===== config.mk =====
export PLATFORM = sky130hd
export DESIGN_NAME = link_decoder
export DESIGN_NICKNAME = d
export VERILOG_FILES = /design/src/rtl/link_codec_pkg.sv /design/src/rtl/link_fifo.sv /design/src/rtl/link_decoder.sv
export SDC_FILE = /design/constraint.sdc
export NUM_CORES = 1
export LEC_CHECK = 0
export BUFFER_PORTS_ARGS = -buffer_cell sky130_fd_sc_hd__buf_2
export CAP_MARGIN = 10
export CELL_PAD_IN_SITES_DETAIL_PLACEMENT = 2
export CELL_PAD_IN_SITES_GLOBAL_PLACEMENT = 2
export CORE_ASPECT_RATIO = 0.8
export CORE_UTILIZATION = 36
export CTS_CLUSTER_SIZE = 20
export DETAILED_ROUTE_END_ITERATION = 6
export MAX_ROUTING_LAYER = met4
export PLACE_DENSITY = 0.8
export SYNTH_ARGS = -nofsm -noshare
export SYNTH_HDL_FRONTEND = slang
export SYNTH_SLANG_ARGS = --single-unit

===== constraint.sdc =====
create_clock -name CLK -period 2.3 [get_ports CLK]
set_input_delay 0.46 -clock CLK [delete_from_list [all_inputs] [get_ports CLK]]
set_output_delay 0.46 -clock CLK [all_outputs]
set_load 0.005 [all_outputs]

===== src/rtl/link_codec_pkg.sv =====
// Shared 3-bit code / 8-bit one-hot definitions for both ends of the encoded link.
// Latency: n/a (types and a pure function only).
// Backpressure: n/a.
package link_codec_pkg;

    localparam int CODE_W   = 3;
    localparam int ONEHOT_W = 8;

    typedef logic [CODE_W-1:0]   code_t;
    typedef logic [ONEHOT_W-1:0] onehot_t;

    typedef enum logic [1:0] {
        OCC_EMPTY,
        OCC_PARTIAL,
        OCC_FULL
    } occ_state_t;

    // The transmit-side encoder relies on this being the exact inverse mapping.
    function automatic onehot_t code2onehot(input code_t code);
        return onehot_t'(1) << code;
    endfunction

endpackage


===== src/rtl/link_fifo.sv =====
// Generic synchronous FIFO with an EMPTY/PARTIAL/FULL occupancy FSM.
// Latency: written entry is visible at rd_dat the cycle after the push edge.
// Backpressure: push ignored while full (even with a simultaneous pop); pop ignored while empty.
module link_fifo
    import link_codec_pkg::*;
#(
    parameter int WIDTH = CODE_W,
    parameter int DEPTH = 4,
    parameter int OCC_W = $clog2(DEPTH + 1)
) (
    input  logic             clk,
    input  logic             rst_n,
    input  logic             push,
    input  logic [WIDTH-1:0] wr_dat,
    input  logic             pop,
    output logic [WIDTH-1:0] rd_dat,
    output logic             full,
    output logic             empty,
    output logic [OCC_W-1:0] count
);

    localparam int PTR_W = $clog2(DEPTH);
    localparam logic [OCC_W-1:0] LAST_FREE = OCC_W'(DEPTH - 1);
    localparam logic [OCC_W-1:0] ONE       = OCC_W'(1);

    logic [WIDTH-1:0] mem [DEPTH];
    logic [PTR_W-1:0] wr_ptr;
    logic [PTR_W-1:0] rd_ptr;
    occ_state_t       state;
    occ_state_t       state_nxt;
    logic             do_push;
    logic             do_pop;

    assign full    = (state == OCC_FULL);
    assign empty   = (state == OCC_EMPTY);
    assign do_push = push && !full;
    assign do_pop  = pop && !empty;
    assign rd_dat  = mem[rd_ptr];

    always_comb begin
        state_nxt = state;
        case (state)
            OCC_EMPTY: begin
                if (do_push)
                    state_nxt = OCC_PARTIAL;
            end
            OCC_PARTIAL: begin
                if (do_push && !do_pop && count == LAST_FREE)
                    state_nxt = OCC_FULL;
                else if (do_pop && !do_push && count == ONE)
                    state_nxt = OCC_EMPTY;
            end
            OCC_FULL: begin
                if (do_pop)
                    state_nxt = OCC_PARTIAL;
            end
            default: state_nxt = OCC_EMPTY;
        endcase
    end

    always_ff @(posedge clk or negedge rst_n) begin
        if (!rst_n) begin
            state  <= OCC_EMPTY;
            wr_ptr <= '0;
            rd_ptr <= '0;
            count  <= '0;
        end else begin
            state <= state_nxt;
            if (do_push)
                wr_ptr <= wr_ptr + PTR_W'(1);
            if (do_pop)
                rd_ptr <= rd_ptr + PTR_W'(1);
            case ({do_push, do_pop})
                2'b10:   count <= count + ONE;
                2'b01:   count <= count - ONE;
                default: count <= count;
            endcase
        end
    end

    // Storage needs no reset: the read side is qualified by empty.
    always_ff @(posedge clk) begin
        if (do_push)
            mem[wr_ptr] <= wr_dat;
    end

endmodule


===== src/rtl/link_decoder.sv =====
// Link receive end: buffers 3-bit codes, presents the FIFO head as a one-hot word. Option: LINK_DECODER_PARITY_EN.
// Latency: symbol pushed at edge N appears on dec_y/dec_valid after edge N; no comb path in_* -> dec_*.
// Backpressure: RDY_in = !full; offers while full are dropped and set sticky ovf.
module link_decoder
    import link_codec_pkg::*;
#(
    parameter int DEPTH = 4,
    parameter int CNT_W = 16
) (
    input  logic             CLK,
    input  logic             RST_N,
    input  logic             in_a2value,
    input  logic             in_a1value,
    input  logic             in_a0value,
    input  logic             in_valid,
    output logic             RDY_in,
    output logic [7:0]       dec_y,
    output logic             dec_valid,
    input  logic             dec_ready,
    output logic             ovf,
    output logic [CNT_W-1:0] sym_count
`ifdef LINK_DECODER_PARITY_EN
    ,
    input  logic             in_parity,
    output logic             perr
`endif
);

    localparam int OCC_W = $clog2(DEPTH + 1);

    code_t            in_code;
    code_t            head_code;
    logic             parity_ok;
    logic             push;
    logic             fifo_full;
    logic             fifo_empty;
    logic [OCC_W-1:0] fifo_count;

    assign in_code = {in_a2value, in_a1value, in_a0value};

`ifdef LINK_DECODER_PARITY_EN
    assign parity_ok = ^{in_code, in_parity};

    always_ff @(posedge CLK or negedge RST_N) begin
        if (!RST_N)
            perr <= 1'b0;
        else if (in_valid && RDY_in && !parity_ok)
            perr <= 1'b1;
    end
`else
    assign parity_ok = 1'b1;
`endif

    assign RDY_in    = !fifo_full;
    assign push      = in_valid && RDY_in && parity_ok;
    assign dec_valid = !fifo_empty;
    assign dec_y     = dec_valid ? code2onehot(head_code) : 8'h00;

    link_fifo #(
        .WIDTH (CODE_W),
        .DEPTH (DEPTH),
        .OCC_W (OCC_W)
    ) u_fifo (
        .clk    (CLK),
        .rst_n  (RST_N),
        .push   (push),
        .wr_dat (in_code),
        .pop    (dec_ready),
        .rd_dat (head_code),
        .full   (fifo_full),
        .empty  (fifo_empty),
        .count  (fifo_count)
    );

    always_ff @(posedge CLK or negedge RST_N) begin
        if (!RST_N) begin
            ovf       <= 1'b0;
            sym_count <= '0;
        end else begin
            if (in_valid && !RDY_in)
                ovf <= 1'b1;
            if (push)
                sym_count <= sym_count + CNT_W'(1);
        end
    end

    // Occupancy count and FSM flags must never disagree.
    a_occ_consistent: assert property (@(posedge CLK) disable iff (!RST_N)
        (fifo_count <= OCC_W'(DEPTH)) && ((fifo_count == '0) == fifo_empty)
        && ((fifo_count == OCC_W'(DEPTH)) == fifo_full));

endmodule


==> results of run 1 <==
## worst paths after layout
kind	startpoint	to	slack (ps)	cells after the start
max in group asynchronous	RST_N	u_fifo.rd_ptr[0]	1700	1
worst min-delay path	RST_N	ovf	170	1
worst min register to register	sym_count[15]	sym_count[15]	460	1
worst max register to register	u_fifo.state[1]	u_fifo.state[0]	370	7
worst max-delay path	u_fifo.rd_ptr[0]	dec_y[3]	70	4
min in group CLK	in_a2value	u_fifo.mem[0][2]	390	1
## metal layers
metal  vias to the layer above  share of wire (%)  global-route usage, %
met4                         0                1.5                   6.58
met2                        27                 51                   32.9
met5                         -                  0                      -
met3                         8                3.1                   5.14
li1                        604                  -                      -
met1                       649                 45                   23.7
## power by group through the flow
stage | registers, W | logic (W) | clock network (W)
floorplan | 0.00102 | 0.000591 | 0
global placement | 0.00106 | 0.000775 | 0
detailed placement | 0.00109 | 0.000862 | 0
CTS | 0.00107 | 0.000890 | 0.000482
global route | 0.00110 | 0.00102 | 0.000513
finish | 0.00107 | 0.000913 | 0.000472
## sequential cells by signal, summed over array words and instances, names as in the netlist
register       count
u_fifo.mem        12
u_fifo.count       3
u_fifo.state       2
ovf                1
sym_count         16
u_fifo.rd_ptr      2
u_fifo.wr_ptr      2
## kinds of logic (layout without fill, tap and decap cells)
family,Yosys count,after routing,share of synthesized area [%]
simple gates,57,57,16.6
flops,38,38,55.4
xor+xnor,20,20,9.60
buf+inv,13,55,3.08
fa+ha+maj,11,11,7.54
compound gates,10,10,3.91
mux,3,3,3.91
## layout by cell type, fill, tap and decap left out, types with 2 or more instances in the layout
| cell | count |
|---|---|
| dfrtp_1 | 25 |
| nand2_1 | 15 |
| xor2_1 | 6 |
| buf_2 | 33 |
| o22ai_1 | 2 |
| inv_1 | 9 |
| buf_4 | 3 |
| nand3_1 | 7 |
| o21ai_0 | 3 |
| clkbuf_8 | 6 |
| nand2b_1 | 2 |
| xnor2_1 | 14 |
| nor2_1 | 12 |
| edfxtp_1 | 12 |
| a31oi_1 | 2 |
| nand4_1 | 4 |
| mux4_2 | 2 |
| ha_1 | 11 |
| inv_2 | 2 |
| and3_1 | 6 |
## per-stage QoR
stage | TNS, ps | cell area (µm²) | hold slack [ps] | total power, W | util, %
floorplan | 0 | 1830 | 164 | 0.00162 | -
global placement | 0 | 2050 | 439 | 0.00184 | 43.3
detailed placement | 0 | 2050 | 460 | 0.00195 | 43.3
CTS | 0 | 2150 | 187 | 0.00245 | 45.4
global route | -35.4 | 2170 | 205 | 0.00264 | 45.8
finish | 0 | 2170 | 175 | 0.00246 | 45.8
## final cells by class
type	instances	area, µm²	area share, %
flip-flops and latches	38	1010	46.7
multi-input cells	101	761	35.1
inverters	11	41.3	1.90
clock inverters	1	5.00	0.231
clock buffers	7	86.3	3.98
well taps	60	75.1	3.46
repair buffers	36	188	8.66
## repair_timing
action / 4_1_cts / 5_1_grt
buffers inserted: 1 / 2
gates resized for setup: 1 / 1
hold buffers: 0 / 0
setup endpoints to repair: 4 / 4
==> flow_metrics.py, run 1 <==
metrics = {
    "setup_path": {
        "path_buf_inv": 1,
        "crit_arrival_ps": 1770,
        "path_max_fanout": 4,
        "crit_required_ps": 1840,
        "slowest_stage": "mux4_1",
        "worstPathCellList": "mux4_1, o21bai_4, nor2_1, buf_2",
        "crit_path_max_incr_delay_ps": 600,
        "crit_type": "reg -> out",
        "end_kind": "primary output",
        "cp-start-kind": "register",
        "crit_family": "multiplexers",
    },
    "die": {
        "start_util_pct": 38.6,
        "dieArea_um2": 5360,
        "num_rows": 22,
        "fp.dieH_um": 65.7,
        "fp.coreArea_um2": 4730,
        "io_pins": 34,
        "chipWidth_um": 81.6,
    },
    "power_and_ir_drop": {
        "sw_frac_of_total_pct": 36.0,
        "switchingPower_w": 0.000885,
        "p_leak_nw": 1.06,
        "power_density_nw_per_um2": 1130,
        "p_seq_share_pct": 43.7,
        "p_int_w": 0.00157,
        "clkPwrFrac_pct": 19.2,
        "irDropWorstVdd_uv": 529,
        "power_frac_comb_pct": 37.1,
    },
    "grt": {
        "grt_pass1_wl_mm": 7.34,
        "grt_pass1_vias": 1382,
        "grt_max_degree": 27,
        "grt_antenna_before_repair": 0,
        "grt-ovfl-total": 0,
        "grt_usage_pct": 19.9,
    },
    "clocking": {
        "clock_latency_ps": 290,
        "clock-sinks": 38,
        "htree_num_levels": 2,
        "cts_tree": "built",
        "cts_made_buffers": 5,
        "clk_pin_slew_worst_paths_ps": 80,
        "cts_root_buf": "clkbuf_8",
        "cts_max_path_buffers": 2,
    },
    "logic_synthesis": {
        "synthesis.instances": 152,
        "synth_edf_count": 12,
        "ys_types": 34,
        "yosysTopAreaCellShare_pct": 35.6,
        "synth_commonest_cells": "dfrtp_1, nand2_1, xnor2_1",
        "ys_seq_elements": 38,
        "yosys_warnings": 0,
        "syn_nets": 170,
        "synth_area_leaders": "dfrtp_1, edfxtp_1, ha_1",
        "yosys.area.top_type": "dfrtp_1",
        "avgSynthCellArea_um2": 12.0,
        "synth_flop_cell": "dfrtp_1",
        "synth_area_um2": 1830,
        "yosysSeqAreaShare_pct": 55.4,
        "yosysMostFrequentCell": "dfrtp_1",
        "async_flop_share_pct": 68.4,
    },
    "cells_and_area": {
        "n_fill_cell": 506,
        "syn2layout_area_growth_pct": 18.8,
        "nets": 211,
        "antennaDiodeCount": 0,
        "final_cell_count_no_fill": 254,
        "drive_gt1_share_pct": 28.9,
    },
    "sta": {
        "tightest_slew_ps": 596,
        "skew_ps": 8.26,
        "worst_slack_ps": 67.7,
        "final_max_slew_viol_count": 0,
        "layout_min_cycle_time_ps": 2230,
        "setup_violations": 0,
        "min_period_over_period_pct": 97.1,
        "slew_headroom_pct": 60.3,
        "fmax_mhz": 448,
        "hold_viol_final": 0,
        "rsz0062_at_grt": "true",
    },
    "place": {
        "pre_cts_ws_ps": 248,
        "io_buffers": 33,
        "gp_congestion": 0.773,
        "dp.cells": 243,
        "dp_hpwl_mm": 3.62,
    },
    "route": {
        "drc": 0,
        "wl_per_cell_um": 18.1,
        "first_pass_iters": 3,
        "ant_nets": 0,
        "vias_per_cell": 5.07,
        "wl_mm": 4.60,
        "vias": 1288,
        "first_iter_violations": 21,
    },
    "outcome": {
        "status": "finished, final reports clean",
    },
    "run": {
        "cap_violations": 0,
    },
    "min_path": {
        "hold_class": "in -> async",
    },
}
Power figures use the tool's default switching activity.
==> inputs of run 2 (changes only) <==
--- a/config.mk
+++ b/config.mk
@@ -7,14 +7,15 @@
 export LEC_CHECK = 0
 export BUFFER_PORTS_ARGS = -buffer_cell sky130_fd_sc_hd__buf_2
 export CAP_MARGIN = 10
-export CELL_PAD_IN_SITES_DETAIL_PLACEMENT = 2
-export CELL_PAD_IN_SITES_GLOBAL_PLACEMENT = 2
+export CELL_PAD_IN_SITES_DETAIL_PLACEMENT = 0
+export CELL_PAD_IN_SITES_GLOBAL_PLACEMENT = 1
 export CORE_ASPECT_RATIO = 0.8
-export CORE_UTILIZATION = 36
+export CORE_UTILIZATION = 40
 export CTS_CLUSTER_SIZE = 20
 export DETAILED_ROUTE_END_ITERATION = 6
 export MAX_ROUTING_LAYER = met4
-export PLACE_DENSITY = 0.8
+export PLACE_DENSITY = 0.75
+export RECOVER_POWER = 100
 export SYNTH_ARGS = -nofsm -noshare
 export SYNTH_HDL_FRONTEND = slang
 export SYNTH_SLANG_ARGS = --single-unit
==> flow_metrics.py, run 2 (synthesis results as in run 1) <==
metrics = {
    "setup_path": {
        "slowest_stage": "mux4_2",
        "crit_required_ps": 1840,
        "worstPathCellList": "mux4_2, or2_1, nor2_2, buf_2",
        "cp-start-kind": "register",
        "crit_path_max_incr_delay_ps": 550,
        "end_kind": "primary output",
        "crit_arrival_ps": 1750,
        "path_max_fanout": 5,
        "crit_type": "reg -> out",
    },
    "sta": {
        "tightest_slew_ps": 1390,
        "slew_headroom_pct": 7.50,
        "skew_ps": 3.45,
        "finalSetupTns_ps": 0,
        "fmax_mhz": 452,
        "final_max_slew_viol_count": 0,
        "setup_violations": 0,
        "worst_slack_ps": 88.8,
        "hold_viol_final": 0,
        "layout_min_cycle_time_ps": 2210,
        "min_period_over_period_pct": 96.1,
    },
    "route": {
        "vias_per_cell": 4.84,
        "drc": 0,
        "first_iter_violations": 66,
        "first_pass_iters": 4,
        "vias": 1206,
        "wl_mm": 3.39,
        "ant_nets": 0,
        "wl_per_cell_um": 13.6,
    },
    "power_and_ir_drop": {
        "irDropWorstVdd_uv": 566,
        "p_leak_nw": 0.999,
        "power_density_nw_per_um2": 1090,
        "power_frac_comb_pct": 35.2,
        "p_int_w": 0.00150,
        "clkPwrFrac_pct": 18.9,
        "p_seq_share_pct": 45.9,
        "sw_frac_of_total_pct": 35.1,
        "power_w": 0.00231,
        "switchingPower_w": 0.000810,
    },
    "cells_and_area": {
        "largest_reg_flops": 16,
        "top_regs": "sym_count: 16 flops, u_fifo.mem: 12 flops, u_fifo.count: 3 flops",
        "nets": 209,
        "final_util_pct": 49.3,
        "top_register": "sym_count",
        "syn2layout_area_growth_pct": 15.6,
        "n_fill_cell": 397,
        "drive_gt1_share_pct": 20.8,
        "final_cell_mix": "buf_2, dfrtp_1, nand2_1",
        "antennaDiodeCount": 0,
        "final_cell_area_um2": 2110,
    },
    "die": {
        "dieArea_um2": 4840,
        "num_rows": 21,
        "start_util_pct": 42.6,
        "fp.coreArea_um2": 4280,
        "fp.dieH_um": 62.4,
        "io_pins": 34,
        "chipWidth_um": 77.5,
    },
    "grt": {
        "grt-ovfl-total": 0,
        "grt_usage_pct": 15.7,
        "grt_max_degree": 27,
        "grt_pass1_vias": 1191,
        "grt_antenna_before_repair": 0,
        "grt_pass1_wl_mm": 5.60,
    },
    "clocking": {
        "cts_root_buf": "clkbuf_8",
        "htree_num_levels": 2,
        "clock-sinks": 38,
        "cts_max_path_buffers": 2,
        "cts_tree": "built",
        "clk_pin_slew_worst_paths_ps": 80,
        "clock_latency_ps": 280,
        "cts_made_buffers": 5,
    },
    "place": {
        "dp_hpwl_mm": 2.59,
        "pre_cts_ws_ps": 318,
        "place_area_um2": 2050,
        "gp_congestion": 0.841,
        "io_buffers": 33,
    },
    "outcome": {
        "status": "finished, final reports clean",
    },
    "run": {
        "cap_violations": 0,
    },
    "min_path": {
        "hold_class": "in -> reg",
    },
}
## run 2: cell types whose count changed in the layout (fill, tap and decap cells not counted), sizes merged
| cell | change |
|---|---|
| buf | -10 |
| clkinv | +1 |
| clkinvlp | +1 |
| clkbuf | +6 |
## run 2: per-layer routing
| layer | routed length, µm | part of all wire, % | track usage (%) | vias up |
|---|---|---|---|---|
| li1 | - | - | - | 601 |
| met1 | 1620 | 48 | 19.6 | 577 |
| met2 | 1620 | 48 | 24.9 | 24 |
| met3 | 118 | 3.5 | 4.38 | 4 |
| met4 | 27 | 0.80 | 4.95 | 0 |
| met5 | 0 | 0 | - | - |
## run 2: path summary, 6_finish.rpt
kind	start	endpoint	slack (ps)	depth (start not counted)
setup reg to reg	u_fifo.state[1]	u_fifo.state[0]	230	8
max in group asynchronous	RST_N	u_fifo.rd_ptr[0]	910	1
min in group asynchronous	RST_N	sym_count[14]	480	1
hold / removal	dec_ready	u_fifo.state[1]	400	2
setup / recovery	u_fifo.rd_ptr[0]	dec_y[0]	90	4
hold reg to reg	sym_count[15]	sym_count[15]	480	1
## run 2: power by group through the flow
stage / Combinational (W) / Clock [W] / Sequential, W
finish: 0.000812 / 0.000437 / 0.00106
global route: 0.000911 / 0.000481 / 0.00109
CTS: 0.000814 / 0.000447 / 0.00106
detailed placement: 0.000805 / 0 / 0.00107
global placement: 0.000767 / 0 / 0.00105
floorplan: 0.000591 / 0 / 0.00102
## run 2: what timing repair did
| action | CTS | global route |
|---|---|---|
| setup buffers | 0 | 1 |
| pin swaps | 0 | 0 |
| hold buffers | 0 | 0 |
| setup endpoints to repair | 1 | 3 |
| resized for setup | 1 | 1 |
## run 2: worst max-delay path, delay by kind of cell, from the launching register on
kind	cells	cell delay (ps)
simple gates	2	370
flops	1	430
mux	1	550
buf+inv	1	110
## run 2: through the flow
stage	hold slack, ps	std cells
after global routing	400	249
after floorplan	164	152
after CTS	191	248
after global placement	453	240
after detailed placement	467	240
final	402	249
## run 2: area by class of cell
class / count / area, µm² / area share, %
clock inverters: 3 / 16.3 / 0.771
clock buffers: 5 / 68.8 / 3.26
flip-flops and latches: 38 / 1010 / 48.0
well taps: 57 / 71.3 / 3.38
multi-input cells: 101 / 737 / 34.9
repair buffers: 34 / 163 / 7.71
inverters: 11 / 41.3 / 1.96
==> inputs of run 3 (changes only) <==
--- a/config.mk
+++ b/config.mk
@@ -7,14 +7,12 @@
 export LEC_CHECK = 0
 export BUFFER_PORTS_ARGS = -buffer_cell sky130_fd_sc_hd__buf_2
 export CAP_MARGIN = 10
-export CELL_PAD_IN_SITES_DETAIL_PLACEMENT = 0
-export CELL_PAD_IN_SITES_GLOBAL_PLACEMENT = 1
 export CORE_ASPECT_RATIO = 0.8
 export CORE_UTILIZATION = 40
 export CTS_CLUSTER_SIZE = 20
 export DETAILED_ROUTE_END_ITERATION = 6
 export MAX_ROUTING_LAYER = met4
-export PLACE_DENSITY = 0.75
+export PLACE_DENSITY = 0.63
 export RECOVER_POWER = 100
 export SYNTH_ARGS = -nofsm -noshare
 export SYNTH_HDL_FRONTEND = slang
==> flow_metrics.py, run 3 (synthesis results as in run 1) <==
metrics = {
    "setup_path": {
        "r2r_cells": 7,
        "r2r_end": "u_fifo.state[0]",
        "crit_family": "multiplexers",
        "crit_arrival_ps": 1770,
        "worst-path-stages": 4,
        "path_buf_inv": 1,
        "slowest_stage": "mux4_2",
        "r2r_slack_ps": 270,
        "crit_type": "reg -> out",
        "end_kind": "primary output",
        "path_max_fanout": 5,
        "cp-start-kind": "register",
        "reg2reg_from": "u_fifo.state[1]",
        "crit_path_max_incr_delay_ps": 550,
        "worstPathCellList": "mux4_2, or2_1, nor2_1, buf_2",
        "crit_required_ps": 1840,
    },
    "sta": {
        "tightest_slew_ps": 1400,
        "skew_ps": 10.7,
        "rsz0062_at_grt": "false",
        "slew_headroom_pct": 6.71,
        "layout_min_cycle_time_ps": 2230,
        "final_max_slew_viol_count": 0,
        "hold_viol_final": 0,
        "finalSetupTns_ps": 0,
        "min_period_over_period_pct": 96.8,
        "fmax_mhz": 449,
        "setup_violations": 0,
    },
    "cells_and_area": {
        "final_cell_mix": "dfrtp_1, buf_2, nand2_1",
        "final_common_cell": "dfrtp_1",
        "top_regs": "sym_count: 16 flops, u_fifo.mem: 12 flops, u_fifo.count: 3 flops",
        "largest_reg_flops": 16,
        "drive_gt1_share_pct": 20.2,
        "nets": 210,
        "top_register": "sym_count",
        "antennaDiodeCount": 0,
        "syn2layout_area_growth_pct": 15.8,
    },
    "clocking": {
        "cts_max_path_buffers": 2,
        "ctsHoldBuffers": 0,
        "clock-sinks": 38,
        "clk_pin_slew_worst_paths_ps": 80,
        "clock_latency_ps": 290,
        "cts_tree": "built",
        "htree_num_levels": 2,
        "cts_made_buffers": 5,
        "cts_root_buf": "clkbuf_8",
    },
    "die": {
        "dieArea_um2": 4840,
        "fp.dieH_um": 62.4,
        "start_util_pct": 42.6,
        "fp.coreArea_um2": 4280,
        "chipWidth_um": 77.5,
        "num_rows": 21,
        "io_pins": 34,
    },
    "route": {
        "highest-signal-layer": "met4",
        "vias": 1231,
        "vias_per_cell": 4.92,
        "first_pass_iters": 4,
        "ant_nets": 0,
        "route.met2.wl_mm": 1.67,
        "first_iter_violations": 112,
        "wl_mm": 3.45,
        "dr_wl_met3_um": 108,
        "wl_met1_mm": 1.62,
        "drc": 0,
        "wl_per_cell_um": 13.8,
    },
    "power_and_ir_drop": {
        "power_density_nw_per_um2": 1100,
        "power_w": 0.00233,
        "p_leak_nw": 0.991,
        "irDropWorstVdd_uv": 574,
    },
    "grt": {
        "grt_pass1_vias": 1202,
        "grt_usage_pct": 16.2,
        "grt_antenna_before_repair": 0,
        "grt_pass1_wl_mm": 5.78,
        "grt-ovfl-total": 0,
        "grt_max_degree": 27,
    },
    "place": {
        "dp_hpwl_mm": 2.57,
        "io_buffers": 33,
        "gp_congestion": 0.805,
    },
    "min_path": {
        "holdPathEnd": "u_fifo.state[1]",
        "hold_class": "in -> reg",
        "whs_path_depth": 2,
        "min_from": "dec_ready",
    },
    "run": {
        "cap_violations": 0,
    },
    "outcome": {
        "status": "finished, final reports clean",
    },
}
-- run 3: through the flow --
stage	cell area, µm²	util, %	hold WS, ps	worst slack (ps)	cells
after detailed placement	2050	47.8	455	302	240
after floorplan	1830	-	164	522	152
after global placement	2050	47.8	451	379	240
after CTS	2130	49.8	191	46.6	248
after global routing	2110	49.3	419	10.2	250
final	2110	49.3	417	73.0	250
-- run 3: what timing repair did --
item / CTS / global route
endpoints found under the hold margin: 0 / 0
resized for setup: 1 / 1
endpoints found under the setup margin: 2 / 3
buffers inserted: 0 / 2
-- run 3: layer usage --
layer,up-vias,GRT usage [%]
met1,612,20.8
met4,0,4.95
met2,17,25.2
met5,-,-
met3,6,4.09
li1,596,-
-- run 3: report_power, final --
part / internal (W) / leakage [nW] / switching [W]
sequential: 0.000883 / 0.443 / 0.000185
combinational: 0.000418 / 0.507 / 0.000407
clock: 0.000207 / 0.0416 / 0.000234
-- run 3: how the worst max path moves through the flow --
stage / to / from
4_1_cts: dec_y[4] / u_fifo.rd_ptr[0]
3_5_place_dp: dec_y[4] / u_fifo.rd_ptr[0]
5_1_grt: dec_y[4] / u_fifo.rd_ptr[0]
6_report: dec_y[4] / u_fifo.rd_ptr[0]
2_1_floorplan: dec_y[0] / u_fifo.rd_ptr[0]
3_3_place_gp: dec_y[0] / u_fifo.rd_ptr[0]
-- run 3: area by class of cell --
class / count / area [µm²]
multi-input cells: 101 / 737
clock inverters: 3 / 16.3
fillers: 405 / 2170
inverters: 11 / 41.3
flip-flops and latches: 38 / 1010
well taps: 57 / 71.3
repair buffers: 35 / 166
clock buffers: 5 / 68.8
